`src/rtl/bist_ctrl.sv`:
```
// bist_ctrl: sequences one BIST session: clear the pattern generator and
// signature registers, apply N_PAT patterns, wait CMP_LAT cycles for the
// comparator, then latch pass/fail and pulse done.
// Optional build macro BIST_CTRL_STICKY_ERR_EN: keep a sticky error flag over
// RUN/WAIT/EVAL so that any mismatch seen during the session fails it.
module bist_ctrl #(
  parameter int N_PAT   = 7,  // 1..15
  parameter int CMP_LAT = 1   // 0..3
) (
  input  logic       clk,
  input  logic       reset,
  input  logic       start,
  input  logic       abort,
  input  logic       e,
  output logic       enable,
  output logic       tpg_clr,
  output logic [3:0] pat_cnt,
  output logic       busy,
  output logic       done,
  output logic       pass,
  output logic       fail
);

  typedef enum logic [2:0] {IDLE, CLEAR, RUN, WAIT, EVAL, DONE} state_t;

  localparam logic [3:0] PAT_LAST  = 4'(N_PAT - 1);
  localparam logic [1:0] WAIT_LAST = 2'((CMP_LAT > 0) ? CMP_LAT - 1 : 0);

  state_t     state_q, state_d;
  logic [3:0] pat_q, pat_d;
  logic [1:0] wcnt_q, wcnt_d;
  logic       pass_q, pass_d;
  logic       fail_q, fail_d;
  logic       eval_err;

`ifdef BIST_CTRL_STICKY_ERR_EN
  logic err_q, err_d;

  // Sticky mismatch flag: set while testing, cleared by CLEAR or reset
  always_comb begin
    err_d = err_q;
    if (state_q == CLEAR) err_d = 1'b0;
    else if (e && (state_q inside {RUN, WAIT, EVAL})) err_d = 1'b1;
  end

  // Error flag register
  always_ff @(posedge clk or negedge reset) begin
    if (!reset) err_q <= 1'b0;
    else        err_q <= err_d;
  end

  assign eval_err = err_q | e;
`else
  assign eval_err = e;
`endif

  // Next-state, pattern index, wait counter and verdict logic
  always_comb begin
    state_d = state_q;
    pat_d   = pat_q;
    wcnt_d  = wcnt_q;
    pass_d  = pass_q;
    fail_d  = fail_q;
    case (state_q)
      IDLE: if (start && !abort) begin
        state_d = CLEAR;
        pat_d   = 4'd0;
        pass_d  = 1'b0;
        fail_d  = 1'b0;
      end
      CLEAR: begin
        state_d = RUN;
        pat_d   = 4'd0;
      end
      RUN: begin
        if (pat_q == PAT_LAST) begin
          // pat_cnt parks on the last index through WAIT/EVAL
          state_d = (CMP_LAT > 0) ? WAIT : EVAL;
          wcnt_d  = 2'd0;
        end else begin
          pat_d = pat_q + 4'd1;
        end
      end
      WAIT: begin
        if (wcnt_q == WAIT_LAST) state_d = EVAL;
        else                     wcnt_d  = wcnt_q + 2'd1;
      end
      EVAL: begin
        state_d = DONE;
        fail_d  = eval_err;
        pass_d  = ~eval_err;
      end
      DONE:    state_d = IDLE;
      default: state_d = IDLE;
    endcase
    // Abort wins over everything once a session is in progress
    if (abort && state_q != IDLE) begin
      state_d = IDLE;
      pat_d   = 4'd0;
      pass_d  = 1'b0;
      fail_d  = 1'b0;
    end
  end

  // State and datapath registers
  always_ff @(posedge clk or negedge reset) begin
    if (!reset) begin
      state_q <= IDLE;
      pat_q   <= 4'd0;
      wcnt_q  <= 2'd0;
      pass_q  <= 1'b0;
      fail_q  <= 1'b0;
    end else begin
      state_q <= state_d;
      pat_q   <= pat_d;
      wcnt_q  <= wcnt_d;
      pass_q  <= pass_d;
      fail_q  <= fail_d;
    end
  end

  // Output decode straight from state so reset clears outputs immediately
  always_comb begin
    enable  = state_q inside {RUN, WAIT, EVAL};
    tpg_clr = (state_q == CLEAR);
    busy    = (state_q != IDLE);
    done    = (state_q == DONE);
    pat_cnt = pat_q;
    pass    = pass_q;
    fail    = fail_q;
  end

endmodule

```
`config.mk`:
```
export PLATFORM = sky130hd
export DESIGN_NAME = bist_ctrl
export DESIGN_NICKNAME = d
export VERILOG_FILES = /design/src/rtl/bist_ctrl.sv
export SDC_FILE = /design/constraint.sdc
export NUM_CORES = 1
export LEC_CHECK = 0
export ABC_AREA = 1
export CAP_MARGIN = 5
export CORE_MARGIN = 2
export CORE_UTILIZATION = 45
export CTS_CLUSTER_SIZE = 16
export DETAILED_ROUTE_END_ITERATION = 16
export PLACE_DENSITY = 0.76
export SLEW_MARGIN = 5
export SYNTH_ARGS = -nofsm -noshare
export SYNTH_HDL_FRONTEND = slang
export SYNTH_SLANG_ARGS = --single-unit
```
`constraint.sdc`:
```
create_clock -name clk -period 1.6 [get_ports clk]
set_input_delay 0.16 -clock clk [delete_from_list [all_inputs] [get_ports clk]]
set_output_delay 0.16 -clock clk [all_outputs]
set_load 0.05 [all_outputs]
```
After elaboration in Yosys (flattened, before gate mapping)
Index checks and enable logic that the tools add are counted.
{"block": "totals", "regBits": 11, "latch_bits": 0, "mem_bits_rw": 0, "mem_bits_ro": 0, "input_bits": 5, "out_inout_bits": 10, "mem_count": 0}
{"block": "classes", "addsub": 2, "multipliers": 0, "n_div": 0, "magnitude_cmp": 0, "eq_ne": 12, "shifts": 0, "n_mux": 17, "bitwise_logic": 1, "reduce_logical": 14}
{"operator": "case mux 3 bit (5 select lines)", "count": 1}
{"operator": "two-way mux 3 bit", "count": 4}
{"operator": "two-way mux 4 bit", "count": 3}
{"operator": "inequality test 3 bit (second input constant)", "count": 4}
{"operator": "case mux 4 bit (3 select lines)", "count": 1}
{"operator": "AND reduction 3 bit", "count": 3}
{"operator": "nonzero test 3 bit", "count": 3}
{"operator": "== test 3 x 2 -> 1 bit (second input constant)", "count": 2}
{"operator": "== test 3 bit (second input constant)", "count": 2}
{"operator": "adder 4 x 1 -> 4 bit (second input constant)", "count": 1}
{"operator": "== test 4 x 3 -> 1 bit (second input constant)", "count": 1}
{"operator": "two-way mux 2 bit", "count": 2}
{"operator": "inequality test 2 bit (second input constant)", "count": 2}
{"operator": "case mux 1 bit (2 select lines)", "count": 2}
{"operator": "case mux 2 bit (2 select lines)", "count": 1}
{"operator": "nonzero test 4 bit", "count": 1}
{"operator": "== test 3 x 1 -> 1 bit (second input constant)", "count": 1}
{"operator": "zero test 3 bit", "count": 1}
{"operator": "two-way mux 1 bit", "count": 3}
{"operator": "adder 2 x 1 -> 2 bit (second input constant)", "count": 1}
{"operator": "logical AND 1 bit", "count": 2}
{"operator": "zero test 2 bit", "count": 1}
{"operator": "AND reduction 2 bit", "count": 1}
{"operator": "nonzero test 2 bit", "count": 1}
{"operator": "2 further kinds", "count": 2}

Depth between registers and ports, before layout
{"block": "logic_depth", "word_depth": 5, "mapped_depth": 8, "mapped_depth_nobuf": 8}

Least setup slack after synthesis
Ideal clock, no wire load.
{"block": "synth_timing", "path_type": "reg-to-output", "from": "reg state_q[0]", "to": "out done", "arrival_time_ps": 1600, "t_required_ps": 1440, "path_slack_ps": -160, "path_stages_with_launch": 3, "cell_sequence": "dfrtp_1 > inv_1 > nor3_1"}
{"block": "synth_via", "elab_chain_cells": 1}
{"item": "from (decl)", "line": "29", "text": "state_t state_q, state_d;"}
{"item": "from (signal assigned)", "line": "114", "text": "state_q <= state_d;"}
{"item": "== test 3 bit", "line": "127", "text": "done = (state_q == DONE);"}
{"item": "to (decl)", "line": "19", "text": "output logic done,"}
No other way between the ends.

Final worst setup path
{"block": "layout_timing", "from": "reg state_q[1]", "to": "out enable"}
{"block": "layout_via", "elab_chain_cells": 2}
{"item": "== test 3 x 2 -> 1 bit or == test 3 bit (tied branches)", "line": "124", "text": "enable = state_q inside {RUN, WAIT, EVAL};"}
{"item": "nonzero test 3 bit (*)", "line": "124"}
{"item": "to (decl)", "line": "15", "text": "output logic enable,"}
Mark *: on every way between the ends. The rest lies on a longest branch, timed or not.

==> flow_summary_export.csv <==
group,metric,value,unit
synth,synth_top_family_by_area,"simple AND/OR/NAND/NOR gates",
floorplan,core_area,1330,um^2
timing,rsz0062_at_grt,"no",
worst_setup_path,crit_required,1.44,ns
finish,final_cell_mix,"nand2_1, nand3_1, inv_1",
status,status,"complete, no violations",
synth,synth-xor-area-share,2.65,%
finish,area_growth,33.7,%
finish,antenna_cells,0,
floorplan,start_util,49.5,%
floorplan,die_x,42.3,um
synth,syn_area,661,um^2
worst_setup_path,cp_top_family,"flip-flops",
clocking,postCtsHoldBufs,0,
synth,synth_top_area_cell,"dfrtp_1",
floorplan,pin_count,15,
worst_setup_path,critPathKind,"reg -> out",
power,power_density,1530,nW/um^2
synth,synth_edf_count,0,
power,vdd_drop_max,0.000960,V
worst_setup_path,end_kind,"output pin",
timing,fin_skew,0.00794,ns
power,p_leak,0.496,nW
clocking,cts_tree,"done",
synth,synth.area.mux_share,0,%
placed_design,place_congestion,0.766,
detailed_routing,remaining_drc_errors,0,
timing,relSlewSlack,68.8,%
timing,timing.fmax,705,MHz
detailed_routing,drt_pre_antenna_iters,4,
timing,slew_viol_final,0,
placed_design,place_hpwl,1.02,mm
worst_setup_path,worst_path_max_delay_cell,"dfrtp_1",
finish,final_common_cell,"nand2_1",
clocking,cts_setup_buffers,0,
clocking,clock_latency,0.27,ns
grt,grt_start_max_net_pins,12,
synth,synth.distinct_cells,18,
worst_setup_path,start_kind,"register",
detailed_routing,drt_iter0_drc,12,
timing,hold_violations,0,
synth,ys.flop_type,"dfrtp_1",
worst_hold_path,hp-class,"in -> async",
synth,synth-adder-area-share,5.68,%
worst_setup_path,cp_slowest_stage_delay,0.47,ns
run,maxCapViolations,0,
clocking,root_buffer,"clkbuf_4",
synth,syn_avg_cell_area,7.68,um^2
worst_setup_path,r2r_cells,8,
synth,synthTopCellsByArea,"dfrtp_1, nand2_1, nand3_1, inv_1, ha_1",
synth,yosys.area_share.simple,34.1,%
finish,drive_gt1_share,21.9,%
synth,synth_compound_area_share,7.95,%
detailed_routing,vias,602,
timing,min_period,1.42,ns
synth,synth-async-reset-ratio,100,%
clocking,ctsLongestPathBuffers,2,
grt,antenna_found_initial,0,
grt,grt_pass1_wl,2.26,mm
timing,hold_ws,0.210,ns
worst_setup_path,critPathArrivalTime,1.26,ns
synth,syn_nets,94,
synth,synth_top_area_share,41.7,%
synth,synth_cells,86,
clocking,h-tree-depth,1,
timing,final.period_utilization,88.7,%
floorplan,fp-row-count,13,
placed_design,io_buffers,14,
synth,synth_seq_cells,11,
synth,synth_warnings,0,
timing,tns,0,ns
grt,first_global_vias,504,
detailed_routing,wl_per_cell,10.5,um
grt,grtUsageTotal,16.9,%
timing,final-setup-viol-count,0,
detailed_routing,ant_nets,0,
clocking,clock_sinks,11,
clocking,cts_resized,0,
worst_setup_path,worstSetupPathDepth,4,
worst_setup_path,cp_max_fo,6,
detailed_routing,avgViaCountPerCell,5.02,
clocking,cts_buffers,3,
worst_setup_path,path_common_cell,"nand2_1",
worst_setup_path,cp_cell_sequence,"nor2_4 > nand2_1 > nand2_1 > buf_12",
worst_setup_path,cp_num_buf_inv,1,
grt,grt_overflow,0,
clocking,cts.clk_slew.worst_paths,0.07,ns
timing,tightest_slew,0.466,ns
floorplan,die_h,42.3,um
detailed_routing,drt-total-wl,1.26,mm
synth,ys_seq_area_share,41.7,%
finish,nNetsFinal,114,
floorplan,die_area,1790,um^2
Yosys cell counts, types with 2 or more instances:
cell type   n
nand3_1    14
nand2_2     2
a21oi_1     2
ha_1        3
nand2_1    22
o21ai_0     7
inv_1      13
dfrtp_1    11
xor2_1      2
nor2_2      2
logic make-up after synthesis:
family,after synthesis
AND/OR/NAND/NOR,46
buffers and inverters,14
flip-flops,11
AO/OA/AOI/OAI,10
adder cells (fa/ha/maj),3
XOR/XNOR,2
metrics by stage:
step	util, %	cells	power [mW]	cell area, um^2	setup WS, ns
after CTS	66.2	120	1.37	883	0.169
after global routing	66.2	120	1.45	883	0.0942
after global placement	64.3	116	1.17	857	0.258
after detailed placement	64.3	116	1.18	857	0.252
final	66.2	120	1.35	883	0.181
after floorplan	-	86	0.876	666	0.0486
report_power, final:
part,internal (mW),switching [mW]
Clock,0.0963,0.0856
Combinational,0.296,0.485
Sequential,0.321,0.0707
cell type report:
class	instances	area, um^2
clock buffer	4	26.3
fill	128	450
inverter	14	52.6
multi-input combinational	61	338
sequential	11	275
tap	15	18.8
timing repair buffer	15	173
per-layer routing:
metal	part of all wire [%]	vias to the layer above	track usage (%)
li1	-	314	-
met1	48	270	23.5
met2	44	16	24.9
met3	6.7	2	6.47
met4	0.79	0	3.75
met5	0	-	0
flip-flops by register name (all words and copies together) (netlist names):
name / cells
fail: 1
pass: 1
pat_cnt: 4
state_q: 3
wcnt_q: 2
path summary, 6_finish.rpt:
| kind | start | endpoint | slack [ns] |
|---|---|---|---|
| setup / recovery | state_q[1] | enable | 0.18 |
| hold / removal | reset | pass | 0.21 |
| setup reg to reg | pat_cnt[0] | pat_cnt[1] | 0.28 |
| hold reg to reg | fail | fail | 0.47 |
| max in group asynchronous | reset | wcnt_q[1] | 1.06 |
| min in group clk | fail | fail | 0.47 |
worst reg2reg max path, cell delays in order (launching register included):
cell and delay [ns]:
dfrtp_1 0.42, inv_1 0.08, ha_1 0.19, nand3_1 0.11, inv_1 0.05, nand2_1 0.11
nand3_2 0.11, nand3_1 0.09, nand2_1 0.05
No activity file was read; power rests on OpenSTA's default activity.
